`src/rtl/sound_request_scheduler_pkg.sv`:
```
// Sound ids, sound lengths in samples and FSM states shared by the scheduler files.
// Pure definitions; no logic, no latency, no flow control.
package audio_sched_pkg;

    localparam logic [3:0] SND_SHOOT       = 4'd0;
    localparam logic [3:0] SND_FLAP_TOGGLE = 4'd1;
    localparam logic [3:0] SND_PERFECT     = 4'd15;

    typedef enum logic [1:0] {
        ST_IDLE,
        ST_GAP,
        ST_PLAYING
    } sched_state_t;

    // Length of each sound in 8 kHz samples; the flap toggle is a 0-length control.
    function automatic logic [15:0] sound_len(input logic [3:0] id);
        case (id)
            4'd0:    return 16'd7009;
            4'd1:    return 16'd0;
            4'd2:    return 16'd12802;
            4'd3:    return 16'd802;
            4'd4:    return 16'd7244;
            4'd5:    return 16'd11037;
            4'd6:    return 16'd1469;
            4'd7:    return 16'd1083;
            4'd8:    return 16'd43480;
            4'd9:    return 16'd27657;
            4'd10:   return 16'd3318;
            4'd11:   return 16'd1631;
            4'd12:   return 16'd29925;
            4'd13:   return 16'd27528;
            4'd14:   return 16'd12031;
            default: return 16'd11036;
        endcase
    endfunction

endpackage

```
`src/rtl/sound_request_scheduler_if.sv`:
```
// Requester and Audio_Control signals of the sound scheduler bundled as one port.
// master = requesters / codec side, slave = scheduler; accept on req_valid & req_ready.
interface sound_request_scheduler_if #(
    parameter int NREQ = 4
);
    logic [NREQ-1:0]   req_valid;
    logic [4*NREQ-1:0] req_sel;
    logic [5*NREQ-1:0] req_vol;
    logic [NREQ-1:0]   req_ready;
    logic              start;
    logic [3:0]        sel;
    logic [4:0]        vol;
    logic              busy;
    logic [2:0]        owner;

    modport master (
        output req_valid, req_sel, req_vol,
        input  req_ready, start, sel, vol, busy, owner
    );

    modport slave (
        input  req_valid, req_sel, req_vol,
        output req_ready, start, sel, vol, busy, owner
    );
endinterface

```
`src/rtl/sound_request_scheduler_duration_timer.sv`:
```
// Counts down the running sound in samples of TICK_DIV clocks; load restarts it from len.
// running rises the cycle after load; expire is combinational in the cycle remaining hits 0.
module sound_duration_timer #(
    parameter int TICK_DIV = 3125
) (
    input  logic        SYSTEM_Clock,
    input  logic        SYSTEM_Rst,
    input  logic        load,
    input  logic [15:0] len,
    output logic        running,
    output logic        expire
);
    localparam int PW = (TICK_DIV > 1) ? $clog2(TICK_DIV) : 1;
    localparam logic [PW-1:0] PRESC_MAX = PW'(TICK_DIV - 1);

    logic [PW-1:0] presc;
    logic [15:0]   remaining;

    assign expire = running && (remaining == 16'd0);

    always_ff @(posedge SYSTEM_Clock or posedge SYSTEM_Rst) begin
        if (SYSTEM_Rst) begin
            running   <= 1'b0;
            presc     <= '0;
            remaining <= '0;
        end else if (load) begin
            running   <= 1'b1;
            presc     <= '0;
            remaining <= len;
        end else if (expire) begin
            running <= 1'b0;
        end else if (running) begin
            if (presc == PRESC_MAX) begin
                presc     <= '0;
                remaining <= remaining - 16'd1;
            end else begin
                presc <= presc + 1'b1;
            end
        end
    end
endmodule

```
`src/rtl/sound_request_scheduler.sv`:
```
// Fixed-priority scheduler sharing one Audio_Control port between NREQ requesters.
// Accept-to-start 2 cycles; a slot stays not-ready until granted, starts spaced by GAP_CYC.
module sound_request_scheduler
    import audio_sched_pkg::*;
#(
    parameter int NREQ     = 4,
    parameter int GAP_CYC  = 16,
    parameter int TICK_DIV = 3125
) (
    input logic SYSTEM_Clock,
    input logic SYSTEM_Rst,
    sound_request_scheduler_if.slave bus
);
    localparam int GW = (GAP_CYC > 2) ? $clog2(GAP_CYC - 1) : 1;
    localparam logic [GW-1:0] GAP_LAST = GW'(GAP_CYC - 2);

    sched_state_t    state;
    logic [NREQ-1:0] pending;
    logic [3:0]      slot_sel [NREQ];
    logic [4:0]      slot_vol [NREQ];
    logic [GW-1:0]   gap_cnt;
    logic            start_q;
    logic [3:0]      sel_q;
    logic [4:0]      vol_q;
    logic [2:0]      owner_q;

    logic [NREQ-1:0] eligible;
    logic            grant_vld;
    logic [2:0]      grant_idx;
    logic [3:0]      grant_sel;
    logic [4:0]      grant_vol;
    logic            timer_load;
    logic            timer_running;
    logic            timer_expire;

    // While a sound plays only equal-or-higher priority may cut in; flap toggles always may.
    always_comb begin
        eligible  = '0;
        grant_idx = '0;
        grant_sel = '0;
        grant_vol = '0;
        for (int i = 0; i < NREQ; i++) begin
            eligible[i] = pending[i] &&
                ((state == ST_IDLE) ||
                 ((state == ST_PLAYING) &&
                  ((3'(i) <= owner_q) || (slot_sel[i] == SND_FLAP_TOGGLE))));
        end
        for (int i = NREQ - 1; i >= 0; i--) begin
            if (eligible[i]) begin
                grant_idx = 3'(i);
                grant_sel = slot_sel[i];
                grant_vol = slot_vol[i];
            end
        end
    end

    assign grant_vld  = |eligible;
    assign timer_load = grant_vld && (grant_sel != SND_FLAP_TOGGLE);

    sound_duration_timer #(
        .TICK_DIV (TICK_DIV)
    ) u_timer (
        .SYSTEM_Clock (SYSTEM_Clock),
        .SYSTEM_Rst   (SYSTEM_Rst),
        .load         (timer_load),
        .len          (sound_len(grant_sel)),
        .running      (timer_running),
        .expire       (timer_expire)
    );

    always_ff @(posedge SYSTEM_Clock or posedge SYSTEM_Rst) begin
        if (SYSTEM_Rst) begin
            state   <= ST_IDLE;
            pending <= '0;
            gap_cnt <= '0;
            start_q <= 1'b0;
            sel_q   <= '0;
            vol_q   <= '0;
            owner_q <= '0;
            for (int i = 0; i < NREQ; i++) begin
                slot_sel[i] <= '0;
                slot_vol[i] <= '0;
            end
        end else begin
            start_q <= grant_vld;

            for (int i = 0; i < NREQ; i++) begin
                if (bus.req_valid[i] && !pending[i]) begin
                    pending[i]  <= 1'b1;
                    slot_sel[i] <= bus.req_sel[4*i +: 4];
                    slot_vol[i] <= bus.req_vol[5*i +: 5];
                end else if (grant_vld && (grant_idx == 3'(i))) begin
                    pending[i] <= 1'b0;
                end
            end

            case (state)
                ST_IDLE, ST_PLAYING: begin
                    if (grant_vld) begin
                        state   <= ST_GAP;
                        gap_cnt <= '0;
                        sel_q   <= grant_sel;
                        vol_q   <= grant_vol;
                        if (grant_sel != SND_FLAP_TOGGLE) begin
                            owner_q <= grant_idx;
                        end
                    end else if ((state == ST_PLAYING) && (timer_expire || !timer_running)) begin
                        state <= ST_IDLE;
                    end
                end
                // Start cycle plus GAP_CYC-2 more, so the next start lands GAP_CYC cycles later.
                ST_GAP: begin
                    if (gap_cnt == GAP_LAST) begin
                        state <= (timer_running && !timer_expire) ? ST_PLAYING : ST_IDLE;
                    end else begin
                        gap_cnt <= gap_cnt + 1'b1;
                    end
                end
                default: state <= ST_IDLE;
            endcase
        end
    end

    assign bus.req_ready = ~pending;
    assign bus.start     = start_q;
    assign bus.sel       = sel_q;
    assign bus.vol       = vol_q;
    assign bus.busy      = timer_running;
    assign bus.owner     = owner_q;
endmodule

```
`src/flat_wrapper.sv`:
```
// flat-port wrapper written by rule: the top's interface ports become plain ports
module sound_request_scheduler_flat import audio_sched_pkg::*;
#(
    parameter int NREQ     = 4,
    parameter int GAP_CYC  = 16,
    parameter int TICK_DIV = 3125
)
  (SYSTEM_Clock, SYSTEM_Rst, bus_req_valid, bus_req_sel, bus_req_vol, bus_req_ready, bus_start, bus_sel, bus_vol, bus_busy, bus_owner);
  sound_request_scheduler_if #(.NREQ(NREQ)) bus_i ();
  input logic SYSTEM_Clock;
  input logic SYSTEM_Rst;
  input wire logic [$bits(bus_i.req_valid)-1:0] bus_req_valid;
  input wire logic [$bits(bus_i.req_sel)-1:0] bus_req_sel;
  input wire logic [$bits(bus_i.req_vol)-1:0] bus_req_vol;
  output wire logic [$bits(bus_i.req_ready)-1:0] bus_req_ready;
  output wire logic [$bits(bus_i.start)-1:0] bus_start;
  output wire logic [$bits(bus_i.sel)-1:0] bus_sel;
  output wire logic [$bits(bus_i.vol)-1:0] bus_vol;
  output wire logic [$bits(bus_i.busy)-1:0] bus_busy;
  output wire logic [$bits(bus_i.owner)-1:0] bus_owner;
  assign bus_i.req_valid = bus_req_valid;
  assign bus_i.req_sel = bus_req_sel;
  assign bus_i.req_vol = bus_req_vol;
  assign bus_req_ready = bus_i.req_ready;
  assign bus_start = bus_i.start;
  assign bus_sel = bus_i.sel;
  assign bus_vol = bus_i.vol;
  assign bus_busy = bus_i.busy;
  assign bus_owner = bus_i.owner;
  sound_request_scheduler #(.NREQ(NREQ), .GAP_CYC(GAP_CYC), .TICK_DIV(TICK_DIV)) u_core (.SYSTEM_Clock(SYSTEM_Clock), .SYSTEM_Rst(SYSTEM_Rst), .bus(bus_i));
endmodule
```
`config.mk`:
```
export PLATFORM = sky130hd
export DESIGN_NAME = sound_request_scheduler_flat
export DESIGN_NICKNAME = d
export VERILOG_FILES = /design/src/rtl/sound_request_scheduler_pkg.sv /design/src/rtl/sound_request_scheduler_if.sv /design/src/rtl/sound_request_scheduler_duration_timer.sv /design/src/rtl/sound_request_scheduler.sv /design/src/flat_wrapper.sv
export SDC_FILE = /design/constraint.sdc
export NUM_CORES = 1
export LEC_CHECK = 0
export BUFFER_PORTS_ARGS = -buffer_cell sky130_fd_sc_hd__buf_2
export CAP_MARGIN = 25
export CORE_ASPECT_RATIO = 2
export CORE_MARGIN = 2
export CORE_UTILIZATION = 55
export CTS_BUF_LIST = sky130_fd_sc_hd__clkbuf_2 sky130_fd_sc_hd__clkbuf_4 sky130_fd_sc_hd__clkbuf_8
export CTS_CLUSTER_DIAMETER = 120
export CTS_CLUSTER_SIZE = 40
export DETAILED_ROUTE_END_ITERATION = 10
export GPL_TIMING_DRIVEN = 0
export PLACE_DENSITY = 0.85
export SETUP_SLACK_MARGIN = 0.4
export SYNTH_ARGS = -nofsm -noshare
export SYNTH_HDL_FRONTEND = slang
export SYNTH_HIERARCHICAL = 1
export SYNTH_SLANG_ARGS = --single-unit
export TNS_END_PERCENT = 10
```
`constraint.sdc`:
```
create_clock -name SYSTEM_Clock -period 10.4 [get_ports SYSTEM_Clock]
set_clock_uncertainty 0.2 [all_clocks]
set_input_delay 1.56 -clock SYSTEM_Clock [delete_from_list [all_inputs] [get_ports SYSTEM_Clock]]
set_output_delay 1.56 -clock SYSTEM_Clock [all_outputs]
set_load 0.1 [all_outputs]
```
* Word level (Yosys, flattened, before mapping) *
Memories as Yosys holds them, arrays and structs flattened.
Index checks and enable logic that the tools add are counted.

cells by class
  add/subtract/negate cells = 3
  order comparisons = 4
  equality and inequality tests = 17
  mux-type cells = 38
  bitwise logic cells = 1
  reduce and logical (&&, ||, !) cells = 54

operators by type and width
  operator               count
  $mux 16                4
  $mux 12                4
  $mux 4                 6
  $logic_and 1x1->1      20
  $mux 5                 4
  $eq 4x1->1 const B     4
  $logic_not 16->1       1
  $mux 2                 8
  $reduce_bool 2->1      8
  $sub 16x1->16 const B  1
  $add 12x1->12 const B  1
  $eq 12x12->1 const B   1
  $mux 1                 10
  $logic_or 1x1->1       9
  $reduce_and 3->1       3
  $pmux 4 s2             1
  $eq 2x2->1 const B     3
  $le 1x3->1 const A     2
  $le 2x3->1 const A     2
  $logic_not 1->1        6
  $ne 2x1->1 const B     3
  $reduce_and 2->1       3
  $add 4x1->4 const B    1
  $eq 2x1->1 const B     2
  10 further kinds       10

storage, ports and cells
  register bits = 88
  memory bits (read-only) = 256
  input bits = 42
  output and inout port bits = 18
  word-level logic and storage cells = 139
  memories = 1

memories
  name              depth  bits a word  rd ports  clocked after Yosys merged registers in  wr ports  line                               RTL
  (name not given)  16     16           1         0                                        0         sound_request_scheduler_pkg.sv:17  case (id)

* Depth between registers and ports, before layout *
  depth in word-level cells = 13
  gate-level depth with buffers = 12
  gate-level depth less buffers = 11

* Cells and area by module *
Netlist, hierarchy kept.

modules (own cells, without submodules)
  module                   times used  cells each  area each (um^2)  seq. area each (um^2)
  sound_request_scheduler  1           281         3065.4            1451.4
  sound_duration_timer     1           191         1756.7            725.7

* Worst setup path before layout *
Ideal clock, no wire load.

  kind = register -> register
  start = reg u_core.owner_q[1], in the netlist u_core/bus.owner[1]
  end = reg u_core.u_timer.remaining[2]
  library setup time = 0.076 ns
  arrival time = 3.650 ns
  required time = 10.124 ns
  slack = 6.474 ns
  cell stages (with the launch flop) = 12
  buffers on the path = 2
  clock period less this slack = 3.926 ns
  cells stage by stage = dfrtp_1 > nand2_1 > a311oi_4 > nand3_1 > a31oi_2 > inv_1 > ha_1 > a31oi_1 > clkbuf_1 > clkbuf_1 > nand2_1 > o21ai_1

between the ends
  word-level cells in the longest chain between the ends = 13
  elaborated cells between the ends (all ways) = 33
  classes of those cells = order compare: 4; eq/ne: 2; mux: 5; reduce/logical: 21; memory: 1

RTL lines
  what                                                                     line                                          RTL
  start: declaration                                                       sound_request_scheduler.sv:25                 logic [2:0] owner_q;
  start signal: assignment                                                 sound_request_scheduler.sv:105                owner_q <= grant_idx;
  $le 2x3->1                                                               sound_request_scheduler.sv:46                 ((3'(i) <= owner_q) || (slot_sel[i] == SND_FLAP_TOGGLE))));
  $logic_or 1x1->1                                                         sound_request_scheduler.sv:46
  $logic_and 1x1->1                                                        sound_request_scheduler.sv:45                 ((state == ST_PLAYING) &&
  $logic_or 1x1->1                                                         sound_request_scheduler.sv:44                 ((state == ST_IDLE) ||
  $logic_and 1x1->1                                                        sound_request_scheduler.sv:43                 eligible[i] = pending[i] &&
  $mux 4 (3 in series)                                                     sound_request_scheduler.sv:49                 if (eligible[i]) begin
  $mux 4 (*)                                                               sound_request_scheduler.sv:49
  via u_core.grant_sel[1]                                                  sound_request_scheduler.sv:30                 logic [3:0] grant_sel;
  $ne 4x1->1 (*)                                                           sound_request_scheduler.sv:58                 assign timer_load = grant_vld && (grant_sel != SND_FLAP_TOGGLE);
  $logic_and 1x1->1 (*)                                                    sound_request_scheduler.sv:58
  via u_core.timer_load                                                    sound_request_scheduler.sv:32                 logic timer_load;
  $ne 2x1->1 (no source line) / $reduce_bool 2->1 (equally long branches)  -
  $reduce_and 3->1 (no source line)                                        -
  end signal: assignment                                                   sound_request_scheduler_duration_timer.sv:29  remaining <= len;
  end signal: assignment                                                   sound_request_scheduler_duration_timer.sv:35  remaining <= remaining - 16'd1;
  end: declaration                                                         sound_request_scheduler_duration_timer.sv:17  logic [15:0] remaining;

The timed path passes the listed nets; every way through them passes the cells marked *.
A chain may end at the register's enable or synchronous reset.

* Worst setup path in the final report *
  start = reg u_core/slot_sel[1] (netlist name)
  end = reg u_core.u_timer.remaining[0]

between the ends
  word-level cells in the longest chain between the ends = 13
  elaborated cells between the ends (all ways) = 18
  classes of those cells = eq/ne: 3; mux: 5; reduce/logical: 9; memory: 1

RTL lines
  what                                                                     line                           RTL
  start: declaration                                                       sound_request_scheduler.sv:19  logic [3:0] slot_sel [NREQ];
  start signal: indexed assignment                                         sound_request_scheduler.sv:90  slot_sel[i] <= bus.req_sel[4*i +: 4];
  $eq 4x1->1                                                               sound_request_scheduler.sv:46
  $logic_or 1x1->1                                                         sound_request_scheduler.sv:46
  $logic_and 1x1->1                                                        sound_request_scheduler.sv:45
  $logic_or 1x1->1                                                         sound_request_scheduler.sv:44
  $logic_and 1x1->1                                                        sound_request_scheduler.sv:43
  $mux 4 (*) (4 in series)                                                 sound_request_scheduler.sv:49
  via u_core.grant_sel[1]                                                  sound_request_scheduler.sv:30
  $ne 4x1->1 (*)                                                           sound_request_scheduler.sv:58
  $logic_and 1x1->1 (*)                                                    sound_request_scheduler.sv:58
  via u_core.timer_load                                                    sound_request_scheduler.sv:32
  $ne 2x1->1 (no source line) / $reduce_bool 2->1 (equally long branches)  -
  $reduce_and 3->1 (no source line)                                        -

Marked as above.

==> results by group <==
Place
  • Weighted congestion at the end of routability-driven global placement: 0.928
  • Detailed Place HPWL: 9.53 mm
  • Setup WS pre-CTS: 5910 ps
  • I/O Buffers: 58

Power and ir drop
  • Pleak: 2.41 nW
  • Power density over cell area: 372 nW/um^2
  • Overall power after layout: 2.03 mW
  • Maximum resistive drop on vdd: 234 uV

Synthesis
  • Distinct cells, synth: 69
  • Number of enable-type register cells in the synthesized netlist: 0
  • Number of instances in the synthesized netlist: 472
  • Asr flop ratio synth: 100%
  • YS warnings: 6
  • Netlist area before placement: 4820 sq um
  • Post-synthesis sequential area ratio: 45.1%
  • Register bit count reported by yosys: 87
  • Mean instance size in the synthesized netlist: 10.2 sq um
  • Commonest register cell after synthesis: sky130_fd_sc_hd__dfrtp_1
  • Most frequent cell after synthesis: sky130_fd_sc_hd__dfrtp_1
  • Ranking of synthesized cells by area: sky130_fd_sc_hd__dfrtp_1 45%, sky130_fd_sc_hd__mux2_2 9.8%, sky130_fd_sc_hd__nand2_1 3.5%
  • Most instantiated cells after synthesis: 87 x sky130_fd_sc_hd__dfrtp_1, 45 x sky130_fd_sc_hd__nand2_1, 42 x sky130_fd_sc_hd__mux2_2
  • Area share of the largest cell type after synthesis: 45.1%
  • Number of nets produced by synthesis: 527
  • Most area-hungry cell type in the Yosys netlist: sky130_fd_sc_hd__dfrtp_1

CTS
  • Clock root buffer: sky130_fd_sc_hd__clkbuf_8
  • TritonCTS Sinks: 87
  • Clock tree from TritonCTS: done
  • Number of clock buffers inserted by TritonCTS: 9
  • Clock slew at the register clock pins of the worst setup and hold paths: 90 ps
  • Clock latency at the later pin of the worst-skew pair: 360 ps
  • Number of setup buffers added after CTS: 0
  • H-tree lvl count: 3
  • Clock Tree Buf Depth: 2
  • Cells resized by post-CTS repair: 0
  • Hold Buf Count CTS: 0

Status
  • Run status: finished, final reports clean

Layout
  • Fin nets: 598
  • Share of the core filled with cells in the final layout: 63.6%
  • Area growth syn-to-layout: 13.3%
  • Antenna diode instance count: 0
  • Share of cells above drive strength 1: 26.6%

Global route
  • Initial antenna violation count: 0
  • GRT overflow: 0
  • Total track usage: 26.2%
  • First-pass GRT wire length: 19.6 mm
  • Maximum number of pins on one net before global-route repair: 36
  • Via count of the first global-routing pass: 4251

STA
  • Final worst-path cycle share: 43.7%
  • Relative slew slack: 44.4%
  • Number of setup violations in the final report: 0
  • Setup TNS: 0 ps
  • Final setup slack of the worst path: 5850 ps
  • Upper clock frequency limit: 220 MHz
  • Minimum period implied by the final worst setup slack: 4550 ps
  • Unrepaired setup endpoints after global routing: no
  • Pin slew with the least headroom to its limit: 834 ps
  • Number of max-slew violations in the final report: 0
  • Number of hold violations in the final report: 0

Floorplanning
  • Starting Density: 56.1%
  • I/O pin total: 60
  • Die boundary width: 70.2 um
  • DIE AREA: 9580 sq um
  • Core outline area: 8590 sq um
  • Die Y: 136 um
  • Number of placement rows: 48

Route
  • Remaining design rule violation count: 0
  • Total wire length: 12.0 mm
  • Post-detailed-route wirelength per cell: 18.6 um
  • Vias per inst: 6.19
  • Violation count after the first detailed-route iteration: 235
  • Antenna viol nets, final: 0
  • Total vias in the final route: 4012
  • First-pass iteration count of the detailed router: 5

Setup path
  • Critical path cell sequence: or4b_4 > a311oi_4 > nand3_1 > a31oi_2 > inv_1 > ha_1 > a31oi_1 > clkbuf_1 > clkbuf_1 > nand2_1 > o21ai_0
  • Crit path largest cell delay: 570 ps
  • Critical path data required time: 10470 ps
  • Critical-path maximum fanout: 11
  • Crit Path Category: register to register
  • Worst setup EP type: register
  • CP Data Arrival Time: 4620 ps
  • Startpoint Class: register
  • CP max stage cell: sky130_fd_sc_hd__a31oi_2
  • Crit-path most repeated cell: sky130_fd_sc_hd__clkbuf_1

Run
  • Count of max-cap constraint violations: 0

Worst hold path
  • HP Class: register to register
[critical path, delay by kind of cell, from the launching register on]
kind | cells | cell delay, ps
buffers and inverters | 3 | 1050
AOI/OAI and AO/OA | 4 | 1590
and+or+nand+nor | 3 | 870
adders and majority gates | 1 | 340
DFF | 1 | 410
[worst paths after layout]
kind                                    startpoint                           to  slack [ps]  cells past startpoint
max in group asynchronous               SYSTEM_Rst           u_core/slot_sel[6]        8380                      3
worst max-delay path            u_core/slot_sel[1]  u_core/u_timer/remaining[0]        5850                     11
worst max register to register  u_core/slot_sel[1]  u_core/u_timer/remaining[0]        5850                     11
worst min-delay path             u_core/bus.sel[3]            u_core/bus.sel[3]         280                      2
min in group asynchronous               SYSTEM_Rst            u_core/pending[0]        1040                      2
worst min register to register   u_core/bus.sel[3]            u_core/bus.sel[3]         280                      2
[sequential cells by signal, summed over array words and instances, names as in the netlist]
register	flops
u_core/bus.start	1
u_core/gap_cnt	4
u_core/pending	4
u_core/u_timer/presc	12
u_core/slot_vol	20
u_core/bus.owner	2
u_core/slot_sel	16
u_core/bus.sel	4
u_core/u_timer/running	1
u_core/state	2
u_core/u_timer/remaining	16
u_core/bus.vol	5
[layout make-up]
class	count	area, sq um
Buffer	21	123
Tap cell	100	125
Multi-Input combinational cell	342	2440
Timing Repair Buffer	60	325
Inverter	22	82.6
Clock inverter	7	66.3
Fill cell	700	3130
Clock buffer	9	124
Sequential cell	87	2180
[per-layer routing]
metal	up-vias	track usage, %	part of all wire [%]
li1	1849	-	-
met1	1998	24.4	33
met2	129	52.3	60
met3	36	3.26	3.0
met4	0	15.6	4.1
met5	-	0	0
[placed cells by master (no fill, tap or decap), drive strengths merged, types with 4 or more instances in the layout]
master and count:
dfrtp 87, and3 4, nor2 32, nor4 4, mux2i 10, xor2 10, inv 25, nand3 22
o22ai 6, xnor2 6, o31ai 4, nand4 9, buf 69, nor3b 5, a31oi 15, nand2 47
or4 5, o21ai 24, nand2b 5, a221oi 5, a21oi 15, mux2 42, ha 13, or3 7
and2 5, clkbuf 21, nor2b 8
[where the power goes]
| group | leakage, nW | switching (mW) | internal, mW |
|---|---|---|---|
| Combinational | 1.26 | 0.780 | 0.418 |
| Sequential | 1.05 | 0.121 | 0.490 |
| Clock | 0.0949 | 0.131 | 0.0921 |
| Total | 2.41 | 1.03 | 1.00 |
[through the flow]
step,std cells,hold WS [ps],area (sq um)
3_5_place_dp,632,260,5270
5_1_grt,648,319,5460
2_1_floorplan,472,272,4820
3_3_place_gp,630,255,5240
6_report,648,279,5460
4_1_cts,648,282,5460
[cell families after synthesis]
group,share of synthesized area [%]
AOI/OAI and AO/OA,13.5
adders and majority gates,3.37
other,0.0778
xor gates and xnor gates,2.91
and+or+nand+nor,18.8
DFF,45.1
buffers and inverters,4.25
muxes,11.9
No activity file was read; power rests on OpenSTA's default activity.
